[config.mk]
export PLATFORM = sky130hd
export DESIGN_NAME = spi_core
export DESIGN_NICKNAME = d
export VERILOG_FILES = /design/src/rtl/spi_core.sv
export SDC_FILE = /design/constraint.sdc
export NUM_CORES = 1
export LEC_CHECK = 0
export BUFFER_PORTS_ARGS = -buffer_cell sky130_fd_sc_hd__buf_4
export CORE_UTILIZATION = 60
export DETAILED_ROUTE_END_ITERATION = 10
export GPL_TIMING_DRIVEN = 0
export PLACE_DENSITY = 0.83
export SETUP_SLACK_MARGIN = 0.3
export SLEW_MARGIN = 15
export SYNTH_ARGS = -nofsm -noshare
export SYNTH_HDL_FRONTEND = slang
export SYNTH_SLANG_ARGS = --single-unit
[constraint.sdc]
create_clock -name clk_100 -period 2.6 [get_ports clk_100]
set_clock_uncertainty 0.1 [all_clocks]
set_input_delay 0.13 -clock clk_100 [delete_from_list [all_inputs] [get_ports clk_100]]
set_output_delay 0.13 -clock clk_100 [all_outputs]
set_load 0.05 [all_outputs]
[src/rtl/spi_core.sv]
// Button-driven SPI mode-0 master: button_0 increments the data register, button_1 sends it MSB first.
// Presses act 2 edges after first sampled high; a button_1 press during a frame is dropped, not queued.
module spi_core #(
    parameter int p_data_width = 8,
    parameter int p_sck_half   = 2
) (
    input  logic clk_100,
    input  logic s_rst_n,
    input  logic button_0,
    input  logic button_1,
    output logic sck,
    output logic cs_n,
    output logic mosi
);
    localparam int CW = (p_sck_half > 1) ? $clog2(p_sck_half) : 1;
    localparam int BW = (p_data_width > 1) ? $clog2(p_data_width) : 1;
    localparam logic [CW-1:0] HALF_LAST = CW'(p_sck_half - 1);
    localparam logic [BW-1:0] BIT_LAST  = BW'(p_data_width - 1);
    localparam logic [CW-1:0] CNT_ONE   = CW'(1);
    localparam logic [BW-1:0] BIT_ONE   = BW'(1);
    localparam logic [p_data_width-1:0] DATA_ONE = p_data_width'(1);

    typedef enum logic [1:0] {IDLE, SETUP, SHIFT, HOLD} state_t;

    state_t                  state_q, state_d;
    logic [2:0]              b0_sync_q, b0_sync_d;
    logic [2:0]              b1_sync_q, b1_sync_d;
    logic                    b0_ev, b1_ev, half_done;
    logic [p_data_width-1:0] data_q, data_d;
    logic [p_data_width-1:0] shift_q, shift_d;
    logic [CW-1:0]           cnt_q, cnt_d;
    logic [BW-1:0]           bit_q, bit_d;
    logic                    sck_q, sck_d;
    logic                    cs_n_q, cs_n_d;
    logic                    mosi_q, mosi_d;

    always_comb begin
        // bit 0 is the first synchroniser stage, bit 2 the edge-detect stage
        b0_sync_d = {b0_sync_q[1:0], button_0};
        b1_sync_d = {b1_sync_q[1:0], button_1};
        b0_ev     = b0_sync_q[1] & ~b0_sync_q[2];
        b1_ev     = b1_sync_q[1] & ~b1_sync_q[2];
        half_done = (cnt_q == HALF_LAST);
        data_d    = b0_ev ? data_q + DATA_ONE : data_q;

        state_d = state_q;
        shift_d = shift_q;
        cnt_d   = cnt_q;
        bit_d   = bit_q;
        sck_d   = sck_q;
        cs_n_d  = cs_n_q;
        mosi_d  = mosi_q;

        case (state_q)
            IDLE: begin
                sck_d  = 1'b0;
                cs_n_d = 1'b1;
                mosi_d = 1'b0;
                cnt_d  = '0;
                bit_d  = '0;
                if (b1_ev) begin
                    shift_d = data_q;
                    cs_n_d  = 1'b0;
                    mosi_d  = data_q[p_data_width-1];
                    state_d = SETUP;
                end
            end
            SETUP: begin
                if (half_done) begin
                    cnt_d   = '0;
                    sck_d   = 1'b1;
                    state_d = SHIFT;
                end else begin
                    cnt_d = cnt_q + CNT_ONE;
                end
            end
            SHIFT: begin
                if (!half_done) begin
                    cnt_d = cnt_q + CNT_ONE;
                end else begin
                    cnt_d = '0;
                    if (sck_q) begin
                        // zero fill means mosi falls to 0 after the last bit
                        sck_d   = 1'b0;
                        shift_d = shift_q << 1;
                        mosi_d  = shift_d[p_data_width-1];
                    end else if (bit_q == BIT_LAST) begin
                        state_d = HOLD;
                    end else begin
                        sck_d = 1'b1;
                        bit_d = bit_q + BIT_ONE;
                    end
                end
            end
            HOLD: begin
                if (half_done) begin
                    cnt_d   = '0;
                    cs_n_d  = 1'b1;
                    state_d = IDLE;
                end else begin
                    cnt_d = cnt_q + CNT_ONE;
                end
            end
            default: state_d = IDLE;
        endcase
    end

    always_ff @(posedge clk_100) begin
        if (!s_rst_n) begin
            state_q   <= IDLE;
            b0_sync_q <= '0;
            b1_sync_q <= '0;
            data_q    <= '0;
            shift_q   <= '0;
            cnt_q     <= '0;
            bit_q     <= '0;
            sck_q     <= 1'b0;
            cs_n_q    <= 1'b1;
            mosi_q    <= 1'b0;
        end else begin
            state_q   <= state_d;
            b0_sync_q <= b0_sync_d;
            b1_sync_q <= b1_sync_d;
            data_q    <= data_d;
            shift_q   <= shift_d;
            cnt_q     <= cnt_d;
            bit_q     <= bit_d;
            sck_q     <= sck_d;
            cs_n_q    <= cs_n_d;
            mosi_q    <= mosi_d;
        end
    end

    assign sck  = sck_q;
    assign cs_n = cs_n_q;
    assign mosi = mosi_q;
endmodule

# After elaboration in Yosys (flattened, before gate mapping)
# Cells that the tools add are included.
# classes
n_addsub	3
mul	0
n_div	0
n_lt_le_gt_ge	0
eq_ne	12
shifts	0
mux	28
n_bitwise	4
reduce_logical	11
# ops
cell	count
$mux W7	3
$ne A2 B2 Y1 const B	8
$pmux W7 S2	1
$mux W2	6
$mux W1	9
$mux W3	3
$add A8 B1 Y8 const B	1
$pmux W2 S4	1
$reduce_and A4 Y1	2
$pmux W1 S2	3
$pmux W3 S2	1
$reduce_and A3 Y1	2
$reduce_and A6 Y1	1
$eq A2 B2 Y1 const B	2
$reduce_bool A2 Y1	2
$add A3 B1 Y3 const B	1
$eq A3 B3 Y1 const B	1
$pmux W1 S3	1
$reduce_bool A3 Y1	1
$reduce_or A3 Y1	1
$and A1 B1 Y1	2
$eq A2 B1 Y1 const B	1
$logic_not A2 Y1	1
$not A1 Y1	2
2 further kinds	2
# word_totals
regBits	30
latch_bits	0
ram_bits	0
mem_bits_ro	0
input_bits	4
out_inout_bits	3
word_cells	68
memories	0

# Depth between registers and ports, before layout
# logic_depth
depth_word	5
mapped_depth	7
depth_no_buf	5

# Worst setup path after synthesis
# Ideal clock, no wire load.
# synth_path
path_type	register to register
from	register sck_q, in the netlist sck
to	register shift_q[0]
setup_time_ps	117
arrival_time_ps	1468
required_time_ps	2383
path_slack_ps	915
stages_incl_launch_ff	5
n_path_buf	1
period_less_slack_ps	1685
path_cell_list	dfxtp_1 > a21boi_1 > a211o_1 > buf_6 > a32o_1
# synth_via
elab_chain_len	2
# synth_lines
element	line	rtl
from (decl)	33	logic sck_q, sck_d;
from (signal assigned)	128	sck_q <= sck_d;
$ne A2 B2 Y1 (no line)	-	
$reduce_and A4 Y1 (no line)	-	
to (signal assigned)	125	shift_q <= shift_d;
to (decl)	30	logic [p_data_width-1:0] shift_q, shift_d;
# Every way passes these cells.
# A chain may end at the register's enable or synchronous reset.

# Worst setup path in the final report
# layout_path
from	register state_q[0]
to	register shift_q[0]
# layout_via
elab_chain_len	3
elab_cells_between_ends	8
classes_between	eq/ne: 4; mux: 1; reduce/logical: 3
# layout_lines
element	line	rtl
from (decl)	25	state_t state_q, state_d;
from (signal assigned)	121	state_q <= state_d;
$eq A2 B2 Y1 or $logic_not A2 Y1 (tied branches)	54	case (state_q)
$ne A2 B2 Y1 (no line) or $reduce_bool A2 Y1 (tied branches)	-	
$reduce_and A4 Y1 (no line)	-	
# Several ways; a longest one is shown, not always the timed one.

==> metrics.md <==
| Metric | Value |
|---|---|
| Detailed-route via count | `1,137` |
| Vias in the first global route | `1,133` |
| # fillers | `184` |
| CP arrival | `1970 ps` |
| Switch Pwr | `0.0004408 W` |
| Rows | `17` |
| Drt via density | `5.772` |
| Flop2flop setup slack | `770 ps` |
| Pwr/cell area | `772.5 nW/um2` |
| Max-cap violations | `0` |
| WS Path Type | `reg2reg` |
| Post-synth top flop | `dfxtp_1` |
| Max stage delay on crit path | `410 ps` |
| Status | `completed` |
| Final hold vios | `0` |
| Period Utilization, post-route | `70.55%` |
| RD Place Congestion | `0.7443` |
| Full die area | `2617 um2` |
| Total grt overflow | `0` |
| ANT nets after route | `0` |
| Area growth syn-to-layout | `9.664%` |
| First-pass GRT wire length | `4664 um` |
| CP required | `2730 ps` |
| Initial antenna violation count | `0` |
| CTS clk-pin slew, worst paths | `90 ps` |
| CTS sink count | `30` |
| HPWL Detailed | `1988 um` |
| Routed len/inst | `13.75 um` |
| Register area share after synthesis | `41.42%` |
| Clk pwr share | `20.4%` |
| Post-synth ARST share | `0%` |
| Largest net degree at the start of global routing | `11` |
| Top-Level Pins | `7` |
| Layout Nets | `180` |
| Share of layout cells above drive strength 1 | `16.57%` |
| Internal power | `0.0007876 W` |
| PortBufs | `5` |
| Max Fclk | `0.5452 GHz` |
| Final Slew Violations | `0` |
| Synthesis-stage register bit count | `30` |
| CP cell instances | `inv_1 > ha_1 > clkbuf_1 > a211o_1 > buf_6 > a32o_1` |
| Gr usage total | `24.65%` |
| Gate power share | `36.9%` |
| CTS tree | `done` |
| Final std cells w/o fill | `197` |
| Register area | `600.6 um2` |
| Syn Nets | `166` |
| Setup TNS | `0 ps` |
| Post-synth EDFFs | `0` |
| Most common library cells after synthesis | `dfxtp_1, nand2_1, a21oi_1, mux2i_1, ha_1` |
| Initial Util | `64.32%` |
| Number of buffers created by CTS | `5` |
| Minimum clock period | `1834 ps` |
| Pre-Repair DR Iteration Count | `4` |
| WHS | `110.4 ps` |
| VDD IR max | `0.7212 mV` |
| Total number of yosys warnings | `0` |
| Cell taking the most area after synthesis | `dfxtp_1` |
| Crit-path slowest cell | `dfxtp_1` |
| RSZ-0062 raised after global routing | `no` |
| Syn_area_per_cell | `9.356 um2` |
| Routed WL | `2708 um` |
| Netlist cell types | `43` |
| Post-synth top area share | `41.42%` |
| Inst Count DP | `188` |
| Crit end category | `flop` |
| Max-slew headroom | `68.53%` |
| Top post-synthesis cells by area | `dfxtp_1, ha_1, nand2_1, mux2i_1, mux2_2` |
| Die height | `51.16 um` |
| Overall Power | `0.001228 W` |
| Die W | `51.16 um` |
| Util after Layout | `70.53%` |
| Min-delay worst type | `in2reg` |
| N_diodes | `0` |
| Root buffer cell | `clkbuf_4` |
| Multi-input logic area | `772.0 um2` |
| Maximum fanout along the worst path | `10` |
| Switching fraction of total power | `35.88%` |
| Synth Cell Area | `1450 um2` |
| Setup-failing EPs final | `0` |
| Most common cell in the netlist | `dfxtp_1` |
| Lkg Pwr | `0.6585 nW` |
| Startpoint types | `flop` |
| Post-CTS setup buffers | `0` |
| Area of the core | `2255 um2` |
| Skew-Pair Late Insertion Delay | `330 ps` |
| Worst-Margin Slew | `472.1 ps` |
| DRC | `0` |
| DR iter-0 viols | `31` |
| Gate Count Post-Synth | `155` |
| Max Buffers Root-to-Sink | `2` |
| # H-tree levels | `2` |
| Seq pwr share | `42.7%` |
stage by stage:
stage / cell area, um2 / worst slack, ps
final: 1590 / 765.7
after global routing: 1590 / 630.2
after CTS: 1590 / 764.1
after detailed placement: 1523 / 772.9
after global placement: 1523 / 813.6
after floorplan: 1450 / 914.6
sequential cells by signal (all words and copies together), names as in the netlist:
| name | count |
|---|---|
| b0_sync_q | 3 |
| b1_sync_q | 3 |
| bit_q | 3 |
| cnt_q | 1 |
| cs_n | 1 |
| data_q | 8 |
| mosi | 1 |
| sck | 1 |
| shift_q | 7 |
| state_q | 2 |
cells in the final DEF, fill, tap and decap left out, types with 2 or more instances in the layout:
cell / count
inv_1: 5
clkbuf_1: 5
mux2i_1: 8
nand2_1: 22
o31ai_1: 2
dlygate4sd3_1: 2
nand4_1: 3
or3_1: 3
buf_4: 6
o21bai_1: 2
nor2_1: 6
dfxtp_1: 30
nand2b_1: 2
clkbuf_4: 5
a21oi_1: 9
a221oi_1: 2
and2_1: 6
nand3b_1: 2
clkinv_2: 2
o21ai_0: 6
or4_1: 2
ha_1: 7
nand3_1: 3
buf_6: 2
mux2_2: 6
path summary, 6_finish.rpt:
path	startpoint	to	cells after the start
setup / recovery	state_q[0]	shift_q[0]	6
hold / removal	s_rst_n	shift_q[3]	3
setup reg to reg	state_q[0]	shift_q[0]	6
hold reg to reg	b0_sync_q[0]	b0_sync_q[1]	1
worst max-delay path: cells and delay by family, from the launching register on:
family | cells | cell delay (ps)
AOI/OAI and AO/OA | 2 | 570
buffers and inverters | 3 | 440
DFF | 1 | 410
adders and majority gates | 1 | 210
routing by layer:
metal | vias up | GRT usage, % | routed length (um) | share of wire, %
met5 | - | 0 | 0 | 0
met1 | 528 | 26.12 | 1199 | 44
li1 | 574 | - | - | -
met2 | 27 | 43.86 | 1341 | 50
met3 | 8 | 8.333 | 111 | 4.1
met4 | 0 | 10.65 | 56 | 2.1
power by group through the flow:
stage | clock [W] | combinational [W] | sequential [W]
after floorplan | 0 | 0.000330 | 0.000568
after global placement | 0 | 0.000436 | 0.000533
after detailed placement | 0 | 0.000450 | 0.000536
after CTS | 0.000254 | 0.000453 | 0.000525
after global routing | 0.000269 | 0.000502 | 0.000529
final | 0.000251 | 0.000454 | 0.000524
cell families after synthesis:
logic type | count (synthesis) | synth area share, %
multiplexers | 14 | 10.18
AO/OA/AOI/OAI | 30 | 14.06
flip-flops | 30 | 41.42
AND/OR/NAND/NOR | 57 | 21.74
XOR/XNOR | 2 | 1.208
adder cells (fa/ha/maj) | 7 | 6.039
buffers and inverters | 15 | 5.349
area by class of cell:
type | count | area share [%]
Timing Repair Buffer | 7 | 3.619
Inverter | 5 | 1.180
Multi-Input combinational cell | 110 | 48.54
Clock buffer | 5 | 2.360
Tap cell | 28 | 2.203
Buffer | 10 | 3.698
Clock inverter | 2 | 0.6294
Sequential cell | 30 | 37.77
timing repair:
action                    in CTS  in global routing
gates resized for setup        0                  0
hold endpoints to repair       2                  0
hold buffers                   2                  0
(Power assumes the default switching activity.)
